==> src/rtl/lc3b_types.sv <==
// Shared types and direction-counter encodings for the fetch-PC / BTB slice.
package lc3b_types;

  typedef logic [15:0] lc3b_word;

  // Counter values are returned wide; callers cast to their CTR_BITS width.
  function automatic int unsigned weak_taken(input int unsigned ctr_bits);
    return 32'd1 << (ctr_bits - 1);
  endfunction

  function automatic int unsigned weak_not_taken(input int unsigned ctr_bits);
    return (32'd1 << (ctr_bits - 1)) - 32'd1;
  endfunction

endpackage

==> src/rtl/pc_btb_unit_btb_array.sv <==
// Direct-mapped branch target buffer: valid/tag/target/counter storage with a
// combinational lookup port and a training port using saturating counters.
module btb_array
  import lc3b_types::*;
#(
  parameter int WIDTH       = 16,
  parameter int BTB_ENTRIES = 16,
  parameter int CTR_BITS    = 2
) (
  input  logic             clk,
  input  logic             rst_n,
  input  logic [WIDTH-1:0] lookup_addr,
  output logic             hit,
  output logic             taken,
  output logic [WIDTH-1:0] target,
  input  logic             update_valid,
  input  logic [WIDTH-1:0] update_addr,
  input  logic [WIDTH-1:0] update_target,
  input  logic             update_taken
);

  localparam int IDX_W = $clog2(BTB_ENTRIES);
  localparam int TAG_W = WIDTH - IDX_W - 1;
  localparam logic [CTR_BITS-1:0] CTR_WT  = CTR_BITS'(weak_taken(CTR_BITS));
  localparam logic [CTR_BITS-1:0] CTR_WNT = CTR_BITS'(weak_not_taken(CTR_BITS));
  localparam logic [CTR_BITS-1:0] CTR_MAX = '1;

  logic                valid   [BTB_ENTRIES];
  logic [CTR_BITS-1:0] ctrs    [BTB_ENTRIES];
  logic [TAG_W-1:0]    tags    [BTB_ENTRIES];
  logic [WIDTH-1:0]    targets [BTB_ENTRIES];

  logic [IDX_W-1:0]    lookup_idx, upd_idx;
  logic [TAG_W-1:0]    lookup_tag, upd_tag;
  logic                upd_hit, write_en;
  logic [CTR_BITS-1:0] next_ctr;
  logic                unused_align;

  // Instructions are halfword aligned, so address bit 0 never selects anything.
  assign lookup_idx   = lookup_addr[IDX_W:1];
  assign lookup_tag   = lookup_addr[WIDTH-1:IDX_W+1];
  assign upd_idx      = update_addr[IDX_W:1];
  assign upd_tag      = update_addr[WIDTH-1:IDX_W+1];
  assign unused_align = lookup_addr[0] ^ update_addr[0];

  assign upd_hit  = valid[upd_idx] && (tags[upd_idx] == upd_tag);
  assign write_en = update_valid && (upd_hit || update_taken);

  always_comb begin
    hit    = valid[lookup_idx] && (tags[lookup_idx] == lookup_tag);
    taken  = hit && ctrs[lookup_idx][CTR_BITS-1];
    target = hit ? targets[lookup_idx] : '0;
  end

  // NOTE: every always_comb output gets a default first so no path leaves it unassigned (no latch).
  always_comb begin
    next_ctr = ctrs[upd_idx];
    if (!upd_hit) begin
      next_ctr = CTR_WT;
    end else if (update_taken) begin
      if (ctrs[upd_idx] != CTR_MAX) next_ctr = ctrs[upd_idx] + 1'b1;
    end else begin
      if (ctrs[upd_idx] != '0) next_ctr = ctrs[upd_idx] - 1'b1;
    end
  end

  // NOTE: sequential state uses non-blocking assignments so all registers update together at the edge.
  always_ff @(posedge clk) begin
    if (!rst_n) begin
      for (int i = 0; i < BTB_ENTRIES; i++) begin
        valid[i] <= 1'b0;
        ctrs[i]  <= CTR_WNT;
      end
    end else if (write_en) begin
      valid[upd_idx] <= 1'b1;
      ctrs[upd_idx]  <= next_ctr;
    end
  end

  // NOTE: tag/target storage has no reset; the cleared valid bits make its contents irrelevant.
  always_ff @(posedge clk) begin
    if (rst_n && write_en && update_taken) begin
      tags[upd_idx]    <= upd_tag;
      targets[upd_idx] <= update_target;
    end
  end

endmodule

==> src/rtl/pc_btb_unit.sv <==
// Fetch program counter with BTB-driven taken-branch prediction and
// redirect from branch resolution.
module pc_btb_unit
  import lc3b_types::*;
#(
  parameter int               WIDTH       = 16,
  parameter int               BTB_ENTRIES = 16,
  parameter int               CTR_BITS    = 2,
  parameter int               INSTR_BYTES = 2,
  parameter logic [WIDTH-1:0] RESET_PC    = '0
) (
  input  logic             clk,
  input  logic             rst_n,
  input  logic             load,
  input  logic             redirect_valid,
  input  logic [WIDTH-1:0] redirect_pc,
  input  logic             update_valid,
  input  logic [WIDTH-1:0] update_pc,
  input  logic [WIDTH-1:0] update_target,
  input  logic             update_taken,
  output logic [WIDTH-1:0] pc,
  output logic             pred_hit,
  output logic             pred_taken,
  output logic [WIDTH-1:0] pred_target
);

  logic [WIDTH-1:0] next_pc;

  btb_array #(
    .WIDTH      (WIDTH),
    .BTB_ENTRIES(BTB_ENTRIES),
    .CTR_BITS   (CTR_BITS)
  ) u_btb (
    .clk          (clk),
    .rst_n        (rst_n),
    .lookup_addr  (pc),
    .hit          (pred_hit),
    .taken        (pred_taken),
    .target       (pred_target),
    .update_valid (update_valid),
    .update_addr  (update_pc),
    .update_target(update_target),
    .update_taken (update_taken)
  );

  // A flush outranks a stall so a redirect is never dropped.
  always_comb begin
    next_pc = pc + WIDTH'(INSTR_BYTES);
    if (redirect_valid)  next_pc = redirect_pc;
    else if (!load)      next_pc = pc;
    else if (pred_taken) next_pc = pred_target;
  end

  always_ff @(posedge clk) begin
    if (!rst_n) pc <= RESET_PC;
    else        pc <= next_pc;
  end

endmodule

==> config.mk <==
export PLATFORM = sky130hd
export DESIGN_NAME = pc_btb_unit
export DESIGN_NICKNAME = d
export VERILOG_FILES = /design/src/rtl/lc3b_types.sv /design/src/rtl/pc_btb_unit_btb_array.sv /design/src/rtl/pc_btb_unit.sv
export SDC_FILE = /design/constraint.sdc
export NUM_CORES = 1
export LEC_CHECK = 0
export ABC_AREA = 1
export CAP_MARGIN = 40
export CORE_MARGIN = 10
export CORE_UTILIZATION = 30
export DETAILED_ROUTE_END_ITERATION = 10
export GPL_TIMING_DRIVEN = 0
export PLACE_DENSITY_LB_ADDON = 0.08
export SLEW_MARGIN = 0
export SYNTH_ARGS = -nofsm -noshare
export SYNTH_HDL_FRONTEND = slang
export SYNTH_HIERARCHICAL = 1
export SYNTH_SLANG_ARGS = --single-unit
export TNS_END_PERCENT = 30
==> constraint.sdc <==
create_clock -name clk -period 5 [get_ports clk]
set_clock_uncertainty 0.1 [all_clocks]
set_input_delay 1.25 -clock clk [delete_from_list [all_inputs] [get_ports clk]]
set_output_delay 1.25 -clock clk [all_outputs]
set_load 0.005 [all_outputs]
-- Yosys cells after proc, flatten, opt, wreduce, memory -nomap -nowiden
Memory sizes are Yosys's and may differ from the RTL's. A register that Yosys moved wholly into a read port is not among the register bits.
Index checks and enable logic that the tools add are counted.
- register bits after elaboration: 16
- RAM bits: 480
- input bits: 54
- word-level logic and storage cells: 50
- memories kept: 4
- memories (memory ; depth ; bits a word ; read ports ; clocked after Yosys merged registers in ; wr ports ; RTL line ; text):
    u_btb.targets ; 16 ; 16 ; 1 ; 1 ; 1 ; pc_btb_unit_btb_array.sv:31 ; logic [WIDTH-1:0] targets [BTB_ENTRIES];
    u_btb.tags ; 16 ; 11 ; 2 ; 1 ; 1 ; pc_btb_unit_btb_array.sv:30 ; logic [TAG_W-1:0] tags [BTB_ENTRIES];
    u_btb.ctrs ; 16 ; 2 ; 2 ; 1 ; 16 ; pc_btb_unit_btb_array.sv:29 ; logic [CTR_BITS-1:0] ctrs [BTB_ENTRIES];
    u_btb.valid ; 16 ; 1 ; 2 ; 1 ; 16 ; pc_btb_unit_btb_array.sv:28 ; logic valid [BTB_ENTRIES];
- $add $sub $neg: 3
- equality and inequality tests: 3
- multiplexer cells: 28
- reduce and logical (&&, ||, !) cells: 11
- operators with widths (cell ; number):
    $mux 16 ; 4
    $mux 4 ; 10
    $eq 11x11->1 ; 2
    $add 16x2->16 const B ; 1
    $mux 2 ; 5
    $mux 1 ; 9
    $logic_and 1x1->1 ; 6
    $reduce_bool 2->1 ; 2
    $add 2x1->2 const B ; 1
    $ne 2x2->1 const B ; 1
    $reduce_or 2->1 ; 1
    $sub 2x1->2 const B ; 1
    $logic_or 1x1->1 ; 1
    $reduce_or 1->1 ; 1

-- Logic depth before layout (Yosys ltp)
An unclocked memory read counts as a cell.
- depth after elaboration: 10
- gate-level depth with buffers: 22
- depth with buffers taken out: 19

-- Modules after synthesis
The synthesis kept the hierarchy.
- by module, submodules not included (module ; times used ; cells each ; area each (µm²) ; sequential area each (µm²)):
    btb_array ; 1 ; 2127 ; 22017.4 ; 14253.7
    pc_btb_unit ; 1 ; 184 ; 1176.1 ; 320.3

-- Worst setup path before layout
No wires, ideal clock.
- path type: input-to-reg
- from: input update_pc[3]
- to: memory u_btb/tags[2][0] (netlist name) (enable)
- setup time: 0.445 ns
- arrival time: 3.900 ns
- required time: 4.455 ns
- setup slack: 0.555 ns
- cell stages on the path: 4
- buffers on the path: 1
- cell sequence: nor2_1 clkbuf_1 inv_1 nor3_1
- cells in the longest elaborated chain, start to end: 9
- RTL lines (element ; RTL line ; text):
    start, declared ; pc_btb_unit.sv:18 ; input logic [WIDTH-1:0] update_pc,
    $mem_v2 16x11 ; n/a ;
    $eq 11x11->1 ; pc_btb_unit_btb_array.sv:46 ; assign upd_hit = valid[upd_idx] && (tags[upd_idx] == upd_tag);
    $logic_and 1x1->1 ; pc_btb_unit_btb_array.sv:46 ;
    $logic_or 1x1->1 ; pc_btb_unit_btb_array.sv:47 ; assign write_en = update_valid && (upd_hit || update_taken);
    $logic_and 1x1->1 ; pc_btb_unit_btb_array.sv:47 ;
    $logic_and 1x1->1 (2 in a row) ; pc_btb_unit_btb_array.sv:82 ; if (rst_n && write_en && update_taken) begin
    $mux 1 ; pc_btb_unit_btb_array.sv:82 ;
    $mux 1 (not written as such) ; pc_btb_unit_btb_array.sv:83 ; tags[upd_idx] <= upd_tag;
    end, declared ; pc_btb_unit_btb_array.sv:30 ;
Several ways; a longest one is shown, not always the timed one.

==> qor.txt <==
IO buf count - 84
Hold path depth - 2
Final core area utilization - 37.71%
H-tree levels - 2
Slew Limit Fails - 0
Fmax achieved - 196.4 MHz
Clock-pin slew on the worst setup and hold paths - 0.06 ns
Die height - 298.1 microns
Final setup fails - 2
Crit share post-route - 101.8%
Cells after Synth - 2311
Crit start category - flip-flop
Slew @ Worst Pin - 0.9358 ns
FF-to-FF setup slack - 1.24 ns
Synth warn - 6
CTS Buffer Depth - 3
Synth area leader - edfxtp_1
P&R area growth vs syn - 24.09%
Number of diodes - 0
Worst IR Drop VDD - 0.2505 mV
P per Cell Area - 352.3 nW/um^2
Setup CP Type - flip-flop to primary output
Failing checks - setup timing
Initial antenna violation count - 4
Syn Nets - 2366
Vias - 19430
First-pass GRT wire length - 142.8 mm
Final Hold Vio Count - 0
Mapped cell area - 23190 sq um
Initial Util - 30.39%
DR WL/cell - 28.06 microns
CP Data Arrival Time - 3.74 ns
DRC Markers - 0
Run status - finished, violations left
Synth top area share - 60.07%
CTS tree - built
RSZ-0062 raised after global routing - yes
Ports - 88
CTS buffer count - 57
Die Area - 88830 sq um
Nature of the critical path endpoint - primary output
Leakage - 10.91 nW
Final Wtd Congestion - 0.8618
Die X - 298.1 microns
DP Wirelength - 73.60 mm
Placed Area - 26450 sq um
Final hold slack - 0.3407 ns
Largest net degree at the start of global routing - 19
TritonCTS Sinks - 496
Routed WL - 102.2 mm
Core Area - 76330 sq um
Hold Crit Class - flip-flop to flip-flop
Syn Area/Cell - 10.04 sq um
Synth top area cells - edfxtp_1, nand2_1, a21oi_1, dfxtp_1, o21ai_0
Netlist cell types - 40
Min setup slack post-route - -0.09196 ns
Gr usage total - 22.18%
Reg2Reg Depth - 14
First drt pass iteration count - 5
Fin crit period - 5.092 ns
DR iter-0 viols - 2052
Number of enable flip-flop cells after synthesis - 464
Asr flop ratio synth - 0%
Fin area - 28780 sq um
Total congestion overflow - 0
Vias in the first global route - 18860
Num rows - 101
Slew headroom - 37.27%
Vias per cell - 5.336
MaxCap Viol Count - 0
Worst-Skew Late Latency - 0.65 ns
Post-route setup TNS - -0.1704 ns
Sequential fraction of the synthesis area - 62.84%
Fraction of layout cells with a size suffix above 1 - 16.62%
Crit Path Max Fanout - 10
Root Buffer - clkbuf_16
Antenna Nets Post-Route - 0
Top FF cell, synth - edfxtp_1
Final #Nets - 2623
Critical Path RT - 3.65 ns
Synthesized flop and latch total - 496
## critical path, stage by stage (launching register included)
cell             delay, ns
dfxtp_4               0.46
buf_6                 0.23
buf_2                 0.24
buf_4                 0.20
buf_4                 0.23
clkbuf_1              0.22
buf_8                 0.19
nand2_1               0.09
a221oi_2              0.28
o32ai_2               0.20
nor2_2                0.20
clkdlybuf4s50_1       0.54
## metal layers
metal / track usage, % / wire (microns) / up-vias
met5: 0 / 26 / -
met4: 8.308 / 3865 / 4
met3: 4.090 / 7766 / 204
met2: 35.98 / 47470 / 890
met1: 29.13 / 43050 / 9673
li1: - / - / 8663
## power by group
group	internal, mW	switching (mW)
Clock	2.43	1.77
Combinational	0.396	0.897
Sequential	4.59	0.0600
Total	7.41	2.73
## cell usage after synthesis, types with 3 or more instances
library cell and n:
nand3_2 15, nand3_1 74, a311o_1 13, o221ai_1 4
dfxtp_1 32, o21ai_0 115, nor2_4 5, inv_1 93
buf_6 19, a22oi_1 18, xnor2_1 3, clkbuf_1 53
nand4_1 25, nor3_1 19, or2_2 3, o211ai_1 39
xor2_1 4, o21bai_1 3, o21ai_1 39, buf_4 8
a21oi_1 175, a21oi_2 4, nand2_2 4, a31oi_1 5
buf_2 62, nand2_1 751, nor2_2 19, o31ai_1 15
edfxtp_1 464, a221oi_1 55, nor2_1 149, buf_1 10
inv_2 5
## layout by cell type, fill, tap and decap left out, types with 6 or more instances in the layout
master and instances:
o21ai_1 40, bufinv_16 6, a221oi_1 49, clkbuf_2 20, inv_1 92, a22oi_1 18, edfxtp_1 464, clkinv_1 13
nand2_1 749, clkbuf_1 35, buf_2 45, dlygate4sd2_1 13, a21oi_1 175, dfxtp_1 28, nand4_1 25, buf_8 10
o21ai_0 113, nor2_2 28, clkinv_2 11, a311o_1 13, nor3_2 16, buf_4 71, nor2_1 132, o31ai_1 9
clkbuf_16 57, a221oi_2 6, buf_6 81, nand3_1 70, o211ai_1 39, nor2_4 13, nand3_2 19, clkbuf_4 8
clkdlybuf4s50_1 69
## layout make-up
cell class	count	area [sq um]
inverter	99	377.9
clock buffer	70	1495
buffer	151	1006
tap	1030	1289
fill	7623	47550
clock inverter	33	332.8
timing repair buffer	199	1977
sequential	496	14590
multi-input combinational	1564	7716
## sequential cells by signal, summed over array words and instances, names as in the netlist
| signal | cells |
|---|---|
| u_btb/tags | 176 |
| u_btb/valid | 16 |
| pc | 16 |
| u_btb/targets | 256 |
| u_btb/ctrs | 32 |
## through the flow
step	std cells	setup WS, ns	power [mW]
CTS	3642	-0.09672	10.20
global route	3642	-0.2224	10.46
floorplan	2311	0.5554	5.310
global placement	3425	-4.926	5.889
detailed placement	3529	-0.9011	5.940
finish	3642	-0.09196	10.14
## cells by family (layout without fill, tap and decap cells)
group | after synthesis | after routing | synth area share (%)
DFF | 496 | 496 | 62.84
xor gates and xnor gates | 7 | 7 | 0.2643
and+or+nand+nor | 1065 | 1065 | 18.89
AOI/OAI and AO/OA | 491 | 491 | 12.81
buffers and inverters | 251 | 552 | 5.152
adders and majority gates | 1 | 1 | 0.05394
## what timing repair did
item	CTS	global route
buffers inserted	11	0
gates resized for setup	150	11
hold buffers	0	0
pin swaps	11	2
setup endpoints to repair	18	9
## worst paths after layout
check / start / to
min reg2reg: u_btb/valid[13] / u_btb/valid[13]
min: u_btb/valid[13] / u_btb/valid[13]
max reg2reg: pc[3] / pc[15]
max: pc[1] / pred_target[14]
Power figures use the tool's default switching activity.
